**src/rtl/seq_pattern_detector_pkg.sv**
```systemverilog
`default_nettype none
// ============================================================================
// seq_det_pkg -- state encoding shared by the serial pattern detector.
// Revision: 1.0
// ============================================================================
package seq_det_pkg;

  localparam int STATE_W = 2;

  typedef enum logic [STATE_W-1:0] {
    ST_IDLE   = 2'd0,
    ST_FILL   = 2'd1,
    ST_SEARCH = 2'd2
  } state_e;

endpackage
`default_nettype wire

```
**src/rtl/seq_pattern_detector_if.sv**
```systemverilog
`default_nettype none
// ============================================================================
// seq_pattern_detector_if -- control, serial data and status bundle.
// Revision: 1.0
// ============================================================================
interface seq_pattern_detector_if #(
  parameter int PAT_W = 4,
  parameter int CNT_W = 8
);
  import seq_det_pkg::*;

  logic                LoadPat;
  logic [PAT_W-1:0]    PatIn;
  logic                Overlap;
  logic                w_valid;
  logic                w;
  logic                z;
  logic [CNT_W-1:0]    MatchCount;
  logic                CountSat;
  logic [STATE_W-1:0]  CurState;

  modport master (
    output LoadPat, PatIn, Overlap, w_valid, w,
    input  z, MatchCount, CountSat, CurState
  );

  modport slave (
    input  LoadPat, PatIn, Overlap, w_valid, w,
    output z, MatchCount, CountSat, CurState
  );

endinterface
`default_nettype wire

```
**src/rtl/seq_pattern_detector_sat_counter.sv**
```systemverilog
`default_nettype none
// ============================================================================
// sat_counter -- saturating match counter with sticky all-ones flag.
// Revision: 1.0
// ============================================================================
module sat_counter #(
  parameter int CNT_W = 8
) (
  input  logic             Clock,
  input  logic             Reset,
  input  logic             inc,
  input  logic             clear,
  output logic [CNT_W-1:0] count,
  output logic             sat
);

  localparam logic [CNT_W-1:0] CNT_MAX = '1;

  logic [CNT_W-1:0] count_q;
  logic [CNT_W-1:0] count_d;
  logic             sat_q;
  logic             sat_d;

  always_comb begin
    count_d = count_q;
    sat_d   = sat_q;
    if (clear) begin
      count_d = '0;
      sat_d   = 1'b0;
    end else begin
      if (inc && (count_q != CNT_MAX)) begin
        count_d = count_q + CNT_W'(1);
      end
      // Flag rises in the same cycle the count first reads all-ones.
      if (count_d == CNT_MAX) begin
        sat_d = 1'b1;
      end
    end
  end

  always_ff @(posedge Clock) begin
    if (Reset) begin
      count_q <= '0;
      sat_q   <= 1'b0;
    end else begin
      count_q <= count_d;
      sat_q   <= sat_d;
    end
  end

  assign count = count_q;
  assign sat   = sat_q;

endmodule
`default_nettype wire

```
**src/rtl/seq_pattern_detector.sv**
```systemverilog
`default_nettype none
// ============================================================================
// seq_pattern_detector -- runtime-loadable serial pattern detector with
// qualified input, overlap control and saturating match count.
// Revision: 1.0
// ============================================================================
module seq_pattern_detector
  import seq_det_pkg::*;
#(
  parameter int PAT_W = 4,
  parameter int CNT_W = 8
) (
  input  logic                  Clock,
  input  logic                  Reset,
  seq_pattern_detector_if.slave bus
);

  localparam int                FILL_W    = $clog2(PAT_W + 1);
  localparam logic [FILL_W-1:0] FILL_FULL = FILL_W'(PAT_W);

  state_e            state_q;
  state_e            state_d;
  logic [PAT_W-1:0]  pat_q;
  logic [PAT_W-1:0]  pat_d;
  logic [PAT_W-1:0]  hist_q;
  logic [PAT_W-1:0]  hist_d;
  logic [PAT_W-1:0]  hist_shift;
  logic [FILL_W-1:0] fill_q;
  logic [FILL_W-1:0] fill_d;
  logic [FILL_W-1:0] fill_inc;
  logic              z_q;
  logic              z_d;
  logic              accept;
  logic              match;

  always_comb begin
    hist_shift = {hist_q[PAT_W-2:0], bus.w};
    fill_inc   = (fill_q == FILL_FULL) ? FILL_FULL : fill_q + FILL_W'(1);
    accept     = bus.w_valid && (state_q != ST_IDLE) && !bus.LoadPat;
    match      = accept && (hist_shift == pat_q) && (fill_inc == FILL_FULL);

    state_d = state_q;
    pat_d   = pat_q;
    hist_d  = hist_q;
    fill_d  = fill_q;
    z_d     = match;

    if (bus.LoadPat) begin
      // Load overrides any concurrent data bit.
      pat_d   = bus.PatIn;
      hist_d  = '0;
      fill_d  = '0;
      state_d = ST_FILL;
    end else if (accept) begin
      if (match && !bus.Overlap) begin
        hist_d  = '0;
        fill_d  = '0;
        state_d = ST_FILL;
      end else begin
        hist_d  = hist_shift;
        fill_d  = fill_inc;
        state_d = (fill_inc == FILL_FULL) ? ST_SEARCH : ST_FILL;
      end
    end
  end

  always_ff @(posedge Clock) begin
    if (Reset) begin
      state_q <= ST_IDLE;
      pat_q   <= '0;
      hist_q  <= '0;
      fill_q  <= '0;
      z_q     <= 1'b0;
    end else begin
      state_q <= state_d;
      pat_q   <= pat_d;
      hist_q  <= hist_d;
      fill_q  <= fill_d;
      z_q     <= z_d;
    end
  end

  sat_counter #(
    .CNT_W (CNT_W)
  ) u_sat_counter (
    .Clock (Clock),
    .Reset (Reset),
    .inc   (match),
    .clear (bus.LoadPat),
    .count (bus.MatchCount),
    .sat   (bus.CountSat)
  );

  assign bus.z        = z_q;
  assign bus.CurState = state_q;

endmodule
`default_nettype wire

```
**src/flat_wrapper.sv**
```systemverilog
// flat-port wrapper written by rule: the top's interface ports become plain ports
module seq_pattern_detector_flat import seq_det_pkg::*;
#(
  parameter int PAT_W = 4,
  parameter int CNT_W = 8
)
  (Clock, Reset, bus_LoadPat, bus_PatIn, bus_Overlap, bus_w_valid, bus_w, bus_z, bus_MatchCount, bus_CountSat, bus_CurState);
  seq_pattern_detector_if #(.PAT_W(PAT_W), .CNT_W(CNT_W)) bus_i ();
  input  logic Clock;
  input  logic Reset;
  input wire logic [$bits(bus_i.LoadPat)-1:0] bus_LoadPat;
  input wire logic [$bits(bus_i.PatIn)-1:0] bus_PatIn;
  input wire logic [$bits(bus_i.Overlap)-1:0] bus_Overlap;
  input wire logic [$bits(bus_i.w_valid)-1:0] bus_w_valid;
  input wire logic [$bits(bus_i.w)-1:0] bus_w;
  output wire logic [$bits(bus_i.z)-1:0] bus_z;
  output wire logic [$bits(bus_i.MatchCount)-1:0] bus_MatchCount;
  output wire logic [$bits(bus_i.CountSat)-1:0] bus_CountSat;
  output wire logic [$bits(bus_i.CurState)-1:0] bus_CurState;
  assign bus_i.LoadPat = bus_LoadPat;
  assign bus_i.PatIn = bus_PatIn;
  assign bus_i.Overlap = bus_Overlap;
  assign bus_i.w_valid = bus_w_valid;
  assign bus_i.w = bus_w;
  assign bus_z = bus_i.z;
  assign bus_MatchCount = bus_i.MatchCount;
  assign bus_CountSat = bus_i.CountSat;
  assign bus_CurState = bus_i.CurState;
  seq_pattern_detector #(.PAT_W(PAT_W), .CNT_W(CNT_W)) u_core (.Clock(Clock), .Reset(Reset), .bus(bus_i));
endmodule
```
**config.mk**
```make
export PLATFORM = sky130hd
export DESIGN_NAME = seq_pattern_detector_flat
export DESIGN_NICKNAME = d
export VERILOG_FILES = /design/src/rtl/seq_pattern_detector_pkg.sv /design/src/rtl/seq_pattern_detector_if.sv /design/src/rtl/seq_pattern_detector_sat_counter.sv /design/src/rtl/seq_pattern_detector.sv /design/src/flat_wrapper.sv
export SDC_FILE = /design/constraint.sdc
export NUM_CORES = 1
export LEC_CHECK = 0
export BUFFER_PORTS_ARGS = -buffer_cell sky130_fd_sc_hd__buf_4
export CORE_MARGIN = 2
export CORE_UTILIZATION = 45
export DETAILED_ROUTE_END_ITERATION = 8
export PLACE_DENSITY = 0.67
export SLEW_MARGIN = 20
export SYNTH_ARGS = -nofsm -noshare
export SYNTH_HDL_FRONTEND = slang
export SYNTH_SLANG_ARGS = --single-unit
```
**constraint.sdc**
```tcl
create_clock -name Clock -period 2.82 [get_ports Clock]
set_input_delay 0.423 -clock Clock [delete_from_list [all_inputs] [get_ports Clock]]
set_output_delay 0.423 -clock Clock [all_outputs]
set_load 0.02 [all_outputs]
```
==> results.py <==
metrics = {
    "die": {
        "die_w_um": 53.7,
        "fp.dieArea_mm2": 0.00288,
        "core_mm2": 0.00228,
        "num_rows": 17,
        "ios": 22,
        "die_h_um": 53.7,
        "start_util_pct": 48.8,
    },
    "drt": {
        "ant_nets": 0,
        "wire_per_inst_um": 12.8,
        "wirelength_mm": 2.32,
        "dr.pass1.iters": 4,
        "drtIter0Drc": 52,
        "drc_errors": 0,
        "vias": 1006,
        "vias_per_cell": 5.56,
    },
    "logic_synthesis": {
        "yosys_most_used_dff": "dfxtp_1",
        "synth.avg_cell_area_um2": 8.34,
        "synth-seq-cells": 22,
        "yosys-top-cells-area": "dfxtp_1 40%, nor2_1 7.1%, xor2_1 5.5%, a21oi_1 4.5%, nand3_1 4.5%",
        "synth_edf_count": 0,
        "ys_types": 35,
        "yosysTopAreaCell": "dfxtp_1",
        "synth_top_cell_area_share_pct": 39.7,
        "netlist_area_mm2": 0.00111,
        "yosys_warnings": 0,
        "async_reset_ff_share_pct": 0,
        "syn_nets": 146,
        "ys_seq_area_share_pct": 39.7,
        "syn_inst": 133,
    },
    "final_layout": {
        "area_growth_pct": 18.2,
        "area.sequential_um2": 440,
        "final_cell_area_mm2": 0.00131,
        "fin_util_pct": 57.6,
        "multi_input_area_um2": 627,
        "nFillCells": 214,
        "drive_above_1_share_pct": 19.0,
        "insertedDiodeCount": 0,
        "fin_nets": 167,
    },
    "status": {
        "status": "completed",
    },
    "sta": {
        "maxSlewHeadroom_pct": 57.8,
        "finClkSkew_ns": 0.00184,
        "tightest_slew_ns": 0.628,
        "fin_crit_sh_pct": 80.5,
        "setup_tns_ns": 0,
        "finalHoldViolCount": 0,
        "max_freq_mhz": 441,
        "finalMaxSlewViolations": 0,
        "rsz0062_at_grt": "no",
        "fin_ws_ns": 0.551,
        "finalSetupViolCount": 0,
        "min_period_ns": 2.27,
    },
    "clock_network": {
        "htreeDepth": 1,
        "numClockSinks": 22,
        "post_cts_buffers": 0,
        "cts_hold_buf": 0,
        "root_buffer": "clkbuf_4",
        "cts_inserted_buffers": 3,
        "clk_latency_ns": 0.32,
        "cts_resized": 0,
        "cts_tree": "built",
        "clkSlewWorstSetupHoldPaths_ns": 0.12,
        "ctsLongestPathBuffers": 2,
    },
    "worst_setup_path": {
        "path_class": "reg -> reg",
        "arrival_ns": 2.50,
        "worst_ep_required_time_ns": 3.05,
        "path_depth": 7,
        "cp_slowest_stage_delay_ns": 0.39,
        "endpoint_kind": "flip-flop",
        "start_kind": "flip-flop",
        "cp_top_family": "simple AND/OR/NAND/NOR gates",
        "cp_max_fo": 6,
        "crit_path_top_delay_cell": "dfxtp_1",
        "reg2regPathDepth": 7,
        "rrSetupSlack_ns": 0.55,
        "cp_cell_sequence": "inv_1, ha_1, nor4_4, and3_1, a31oi_1, or3_1, o31ai_1",
        "path_buf_inv": 1,
    },
    "grt": {
        "use_met1_pct": 24.1,
        "gr-usage-all-layers_pct": 18.4,
        "grtUsageMet3_pct": 2.50,
        "globalRouteMet2Util_pct": 29.7,
        "grt_max_degree": 15,
        "grt_pass1_vias": 906,
        "grt-busiest-layer": "met2",
        "grt_pass1_wl_mm": 3.84,
        "grt_antenna_before_repair": 0,
        "grt_overflow": 0,
    },
    "worst_hold_path": {
        "min_path_cells": 2,
        "min_path_type": "in -> reg",
    },
    "power": {
        "p_leak_nw": 0.534,
        "finalPower_mw": 0.541,
        "vdd_drop_max_uv": 218,
        "p_per_area_mw_per_mm2": 412,
    },
    "placed_design": {
        "port_buffers": 21,
        "gp_congestion": 0.852,
        "hpwl_mm": 1.65,
        "place_area_mm2": 0.00127,
        "pre_cts_ws_ns": 0.616,
    },
    "job": {
        "cap_viol_max_count": 0,
    },
}
## registers in the layout, indices dropped and copies added, names as in the netlist
name	flops
u_core.pat_q	4
u_core.bus.z	1
u_core.hist_q	3
u_core.u_sat_counter.count	8
u_core.fill_q	3
u_core.bus.CurState	2
u_core.u_sat_counter.sat	1
## logic make-up after synthesis
family          count (synthesis)  synth area share, %
compound gates                 23                 13.4
xor+xnor                       10                 7.89
fa+ha+maj                       3                 3.38
buf+inv                         9                 3.83
flops                          22                 39.7
mux                             4                 3.61
simple gates                   62                 28.2
## synthesized netlist by cell type, types with 2 or more instances
| library cell | instances |
|---|---|
| nand3b_1 | 2 |
| o31ai_1 | 2 |
| a21oi_1 | 10 |
| xor2_1 | 7 |
| mux2i_1 | 4 |
| nor2_1 | 21 |
| nand3_1 | 10 |
| nor3_1 | 5 |
| clkbuf_1 | 3 |
| or3_1 | 2 |
| and3_1 | 3 |
| o21ai_0 | 2 |
| inv_1 | 4 |
| nand2_1 | 12 |
| ha_1 | 3 |
| dfxtp_1 | 22 |
| xnor2_1 | 3 |
## worst register-to-register path, stage by stage (launching register included)
cell	delay, ns
dfxtp_1	0.39
inv_1	0.06
ha_1	0.33
nor4_4	0.32
and3_1	0.33
a31oi_1	0.11
or3_1	0.39
o31ai_1	0.26
## metal layers
metal	share of wire, %	up-vias
li1	-	506
met1	47	454
met2	45	41
met3	5.5	5
met4	2.0	0
met5	0	-
## layout by cell type (no fill, tap or decap), drive strengths merged, types with 4 or more instances in the layout
master | Yosys | final
nor3 | 5 | 5
buf | 2 | 21
a21oi | 10 | 10
mux2i | 4 | 4
inv | 4 | 4
nor2 | 21 | 21
dfxtp | 22 | 22
nand3 | 10 | 10
clkbuf | 3 | 4
nand2 | 12 | 12
xor2 | 7 | 7
## final timing paths
kind,start,end
worst min register to register,u_core.u_sat_counter.sat,u_core.u_sat_counter.sat
worst max register to register,u_core.fill_q[0],u_core.u_sat_counter.sat
worst min-delay path,Reset,u_core.bus.CurState[0]
worst max-delay path,u_core.fill_q[0],u_core.u_sat_counter.sat
## layout make-up
cell class | count | share of cell area, %
timing repair buffer | 21 | 12.0
clock buffer | 4 | 2.77
multi-input combinational | 102 | 47.8
inverter | 4 | 1.15
sequential | 22 | 33.6
tap | 28 | 2.67
## report_power, final
part / switching, mW / internal (mW) / total, mW
combinational: 0.0229 / 0.0200 / 0.0429
sequential: 0.00425 / 0.316 / 0.320
clock: 0.0987 / 0.0790 / 0.178
## through the flow
stage,hold slack (ns),instances
final,0.318,181
after global placement,0.453,177
after floorplan,0.443,133
after detailed placement,0.450,177
after CTS,0.312,181
after global routing,0.327,181
No activity file was read; power rests on OpenSTA's default activity.
